## src/rtl/cart_mbc1.sv

```systemverilog
// +--------------------------------------------------------------------------+
// | Module      : cart_mbc1                                                   |
// | Description : MBC1 cartridge mapper for ROM/RAM banking, 1-cycle reads.  |
// | Revision    : 1.0 - initial release                                      |
// +--------------------------------------------------------------------------+
`default_nettype none

module cart_mbc1 #(
    parameter int ROM_ADDR_WIDTH = 21,
    parameter int RAM_ADDR_WIDTH = 15
) (
    input  logic                       clk,
    input  logic                       reset,
    input  logic [15:0]                cart_addr,
    input  logic                       cart_enable,
    input  logic                       cart_write,
    input  logic [7:0]                 cart_wdata,
    output logic [7:0]                 cart_rdata,
    output logic [ROM_ADDR_WIDTH-1:0]  rom_addr,
    output logic                       rom_read,
    input  logic [7:0]                 rom_data,
    output logic [((RAM_ADDR_WIDTH > 0) ? RAM_ADDR_WIDTH : 1)-1:0] ram_addr,
    output logic                       ram_read,
    output logic                       ram_write,
    output logic [7:0]                 ram_wdata,
    input  logic [7:0]                 ram_rdata,
    output logic                       save_dirty,
    input  logic                       save_ack
);

    localparam int         c_RAM_AW   = (RAM_ADDR_WIDTH > 0) ? RAM_ADDR_WIDTH : 1;
    localparam logic       c_HAS_RAM  = (RAM_ADDR_WIDTH > 0);
    localparam logic [2:0] c_SRC_NONE = 3'b001;
    localparam logic [2:0] c_SRC_ROM  = 3'b010;
    localparam logic [2:0] c_SRC_RAM  = 3'b100;

    logic       r_ram_en;
    logic [4:0] r_bank1;
    logic [1:0] r_bank2;
    logic       r_mode;
    logic       r_dirty;
    logic [2:0] r_src;
    logic [2:0] w_src_next;

    logic       w_rd;
    logic       w_wr;
    logic       w_rom_range;
    logic       w_ram_range;
    logic       w_ram_ok;
    logic [6:0] w_rom_bank;
    logic [1:0] w_ram_bank;
    logic [4:0] w_bank1_wr;

    assign w_rd        = cart_enable & ~cart_write;
    assign w_wr        = cart_enable & cart_write;
    assign w_rom_range = ~cart_addr[15];
    assign w_ram_range = (cart_addr[15:13] == 3'b101);
    assign w_ram_ok    = r_ram_en & c_HAS_RAM;

    // In mode 1 the upper bank bits also apply to the fixed 0x0000 window and to RAM.
    assign w_rom_bank = cart_addr[14] ? {r_bank2, r_bank1}
                                      : {(r_mode ? r_bank2 : 2'b00), 5'b00000};
    assign w_ram_bank = r_mode ? r_bank2 : 2'b00;
    assign w_bank1_wr = (cart_wdata[4:0] == 5'd0) ? 5'h01 : cart_wdata[4:0];

    assign rom_addr  = ROM_ADDR_WIDTH'({w_rom_bank, cart_addr[13:0]});
    assign rom_read  = w_rd & w_rom_range;
    assign ram_addr  = c_RAM_AW'({w_ram_bank, cart_addr[12:0]});
    assign ram_read  = w_rd & w_ram_range & w_ram_ok;
    assign ram_write = w_wr & w_ram_range & w_ram_ok;
    assign ram_wdata = cart_wdata;
    assign save_dirty = r_dirty;

    always_ff @(posedge clk) begin
        if (!reset) begin
            r_ram_en <= 1'b0;
            r_bank1  <= 5'h01;
            r_bank2  <= 2'b00;
            r_mode   <= 1'b0;
            r_dirty  <= 1'b0;
        end else begin
            if (w_wr && w_rom_range) begin
                case (cart_addr[14:13])
                    2'd0:    r_ram_en <= (cart_wdata[3:0] == 4'hA);
                    2'd1:    r_bank1  <= w_bank1_wr;
                    2'd2:    r_bank2  <= cart_wdata[1:0];
                    default: r_mode   <= cart_wdata[0];
                endcase
            end
            // A performed write wins over a coincident acknowledge.
            if (ram_write) begin
                r_dirty <= 1'b1;
            end else if (save_ack) begin
                r_dirty <= 1'b0;
            end
        end
    end

    always_ff @(posedge clk) begin
        if (!reset) begin
            r_src <= c_SRC_NONE;
        end else begin
            r_src <= w_src_next;
        end
    end

    always_comb begin
        w_src_next = r_src;
        if (w_rd) begin
            if (w_rom_range) begin
                w_src_next = c_SRC_ROM;
            end else if (w_ram_range && w_ram_ok) begin
                w_src_next = c_SRC_RAM;
            end else begin
                w_src_next = c_SRC_NONE;
            end
        end
    end

    always_comb begin
        cart_rdata = 8'hFF;
        case (r_src)
            c_SRC_ROM: cart_rdata = rom_data;
            c_SRC_RAM: cart_rdata = ram_rdata;
            default:   cart_rdata = 8'hFF;
        endcase
    end

endmodule

`default_nettype wire
```

## config.mk

```make
export PLATFORM = sky130hd
export DESIGN_NAME = cart_mbc1
export DESIGN_NICKNAME = d
export VERILOG_FILES = /design/src/rtl/cart_mbc1.sv
export SDC_FILE = /design/constraint.sdc
export NUM_CORES = 1
export LEC_CHECK = 0
export CAP_MARGIN = 20
export CORE_MARGIN = 10
export CORE_UTILIZATION = 30
export CTS_CLUSTER_SIZE = 8
export DETAILED_ROUTE_END_ITERATION = 12
export MAX_ROUTING_LAYER = met4
export PLACE_DENSITY_LB_ADDON = 0.12
export RECOVER_POWER = 100
export SLEW_MARGIN = 0
export SYNTH_ARGS = -nofsm -noshare
export SYNTH_HDL_FRONTEND = slang
export SYNTH_SLANG_ARGS = --single-unit
```

## constraint.sdc

```tcl
create_clock -name clk -period 1.53 [get_ports clk]
set_clock_uncertainty 0.2 [all_clocks]
set_input_delay 0.306 -clock clk [delete_from_list [all_inputs] [get_ports clk]]
set_output_delay 0.306 -clock clk [all_outputs]
set_load 0.02 [all_outputs]
```

==> results of run 1 <==
==> kinds of logic after synthesis <==
kind of cell | after synthesis
muxes | 7
buffers and inverters | 41
and+or+nand+nor | 52
DFF | 13
AOI/OAI and AO/OA | 18
==> repair_timing <==
item,CTS,global route
resized for setup,126,4
setup endpoints to repair,32,13
pin swaps,4,1
gates cloned,0,0
buffers inserted,0,0
==> final cells by class <==
class	instances	area [sq um]	share of cell area, %
multi-input cells	77	517	37.5
repair buffers	69	508	36.9
flip-flops and latches	13	265	19.3
well taps	46	57.6	4.18
clock buffers	4	26.3	1.91
inverters	1	3.75	0.272
==> worst reg2reg max path, delay by kind of cell (launching register included) <==
family,cells,cell delay [ns]
and+or+nand+nor,2,0.37
DFF,1,0.33
AOI/OAI and AO/OA,1,0.12
==> power by group through the flow <==
| stage | clock network (mW) | registers, mW | logic, mW |
|---|---|---|---|
| after global routing | 0.250 | 0.353 | 0.214 |
| after detailed placement | 0 | 0.358 | 0.221 |
| after floorplan | 0 | 0.356 | 0.197 |
| final | 0.219 | 0.352 | 0.197 |
| after global placement | 0 | 0.358 | 0.219 |
| after CTS | 0.229 | 0.352 | 0.209 |
==> through the flow <==
stage	worst slack [ns]	power, mW
2_1_floorplan	0.0923	0.553
3_3_place_gp	-0.766	0.577
3_5_place_dp	-0.787	0.580
4_1_cts	-0.188	0.789
5_1_grt	-0.254	0.816
6_report	-0.176	0.767
==> per-layer routing <==
metal	GRT usage [%]	share of wire, %	vias to the layer above	wire length (um)
met1	12.2	48	432	1530
met5	-	0	-	0
met3	3.38	6.9	10	221
li1	-	-	469	-
met2	15.5	44	54	1390
met4	4.12	1.3	0	40
==> worst paths after layout <==
kind,from,end,slack (ns)
min,cart_enable,save_dirty,0.22
max reg2reg,r_ram_en,save_dirty,0.47
min reg2reg,r_bank1[3],r_bank1[3],0.26
max,r_src[2],cart_rdata[6],-0.18
==> sequential cells by signal (all words and copies together), names as in the netlist <==
signal and flops:
r_bank1 5, r_bank2 2, r_mode 1, r_ram_en 1, r_src 3, save_dirty 1
==> cell usage in the layout (no fill, tap or decap), drive strengths merged <==
master,count
and2,7
and2b,1
and4bb,1
buf,32
clkbuf,14
clkdlybuf4s15,1
clkdlybuf4s50,22
dfxtp,13
dlygate4sd2,3
dlygate4sd3,1
inv,1
mux2i,7
nand2,18
nand2b,11
nand3,1
nand3b,1
nand4b,1
nor2,5
nor2b,1
nor3b,1
nor4,2
o211a,1
o211ai,1
o21a,3
o21ai,2
o21ba,1
o22ai,8
o311ai,1
o41ai,1
or2,1
or2b,1
==> reports/metrics.cfg, run 1 <==
[synthesis]
postSynthCellCount=131
ys_top_cells_by_count=buf_4, nand2_1, dfxtp_1
synth-simple-area-share_pct=29.2
post-synth-top-area-cell=buf_4
ys_ff_latch=13
ys_seq_area_share_pct=24.7
ys.flop_type=dfxtp_1
synth_top_area_share_pct=24.9
synth_top_family_by_area=simple AND/OR/NAND/NOR gates
muxShareOfSynthArea_pct=6.65
synth.area.top_cells=buf_4, dfxtp_1, mux2i_1
syn_nets=176
synth_fa_ha_area_share_pct=0
yosysMostFrequentCell=buf_4
syn_avg_cell_area_sq_um=8.04
synth_area_sq_um=1050
synth_compound_area_share_pct=12.1
synth-edff-count=0
synth_xor_area_share_pct=0
ys_warn_count=0
synthArstFlopShare_pct=0
synth_cell_type_count=31

[worst_hold_path]
hp-class=in2reg
hold_depth=4

[placement]
hpwl_mm=2.60
numPortBuffers=55
place_congestion=0.726
post_dp_cell_area_sq_um=1480
dp_cells=206

[floorplanning]
rows=21
core_area_sq_um=3360
die_h_um=79.3
die_w_um=79.3
pin_count=101
design.die.area_sq_um=6280
start_util_pct=31.3

[sta]
period_share_pct=112
setup_viol=11
period_needed_ns=1.71
slew_violations=0
setup-tns-final_ns=-1.50
slew_headroom_pct=75.6
finalHoldViolations=0
max_freq_mhz=586
worstMarginPinSlew_ns=0.360
hold_slack_ns=0.219
rsz0062_at_grt=true
setup_ws_ns=-0.176

[layout]
layout.nets=210
fillers=404
finish.utilization_pct=41.0
drive_gt1_share_pct=33.5
n_antenna_cell=0
final_cell_count_no_fill=210
design_area_sq_um=1380
area_delta_synth_final_pct=30.8

[clocking]
clockRootBuffer=clkbuf_4
clkLatencyLatePin_ns=0.27
clk_path_buf_depth=2
cts.clk_slew.worst_paths_ns=0.08
h-tree-depth=1
cts_made_buffers=3
cts_tree=built
hold_buffers=0
cts_sinks=13

[critical_path]
worst-path-max-fanout=8
crit_cells=4
cp-end-kind=primary output
setup.worst_path.start_class=flop
max_stage_delay_ns=0.35
r2r_cells=3
crit_chain=nand2b_4 > o22ai_1 > nand2b_1 > buf_2
cpMaxStageDelayCell=dfxtp_2
worstPathRequired_ns=1.02
cp.arrival_ns=1.20
worstSetupPathType=reg2out
crit_buf_inv=1
crit_family=flip-flops

[power_and_ir_drop]
power.density_nw_per_um2=557
peakVddDrop_uv=319
p_switching_mw=0.209
p_int_mw=0.558
switching_share_pct=27.2
p_seq_share_pct=45.9
pwr-share-clk_pct=28.5
power_frac_comb_pct=25.6
p_leak_nw=0.577

[grt]
grt_pass1_vias=1053
grt-ovfl-total=0
antenna_found_initial=0
track_usage_pct=10.2
grt_pass1_wl_mm=5.15
grt_max_degree=14

[drt]
drc=0
wl_mm=3.18
drt_iter0_drc=14
post_drt_wl_per_cell_um=15.2
vias=965
ant_nets=0
drt-vias-per-instance=4.60
drt_first_pass_iters=4

[status]
status=finished, violations left
violations=negative setup slack

[job]
cap_viol_max_count=0

(Power assumes the default switching activity.)
==> run 2, diff against run 1 <==
--- a/config.mk
+++ b/config.mk
@@ -8,7 +8,6 @@
 export CAP_MARGIN = 20
 export CORE_MARGIN = 10
 export CORE_UTILIZATION = 30
-export CTS_CLUSTER_SIZE = 8
 export DETAILED_ROUTE_END_ITERATION = 12
 export MAX_ROUTING_LAYER = met4
 export PLACE_DENSITY_LB_ADDON = 0.12
==> results of run 2 <==
Same layout as run 1: the final DEF is identical, and so are final timing and power.
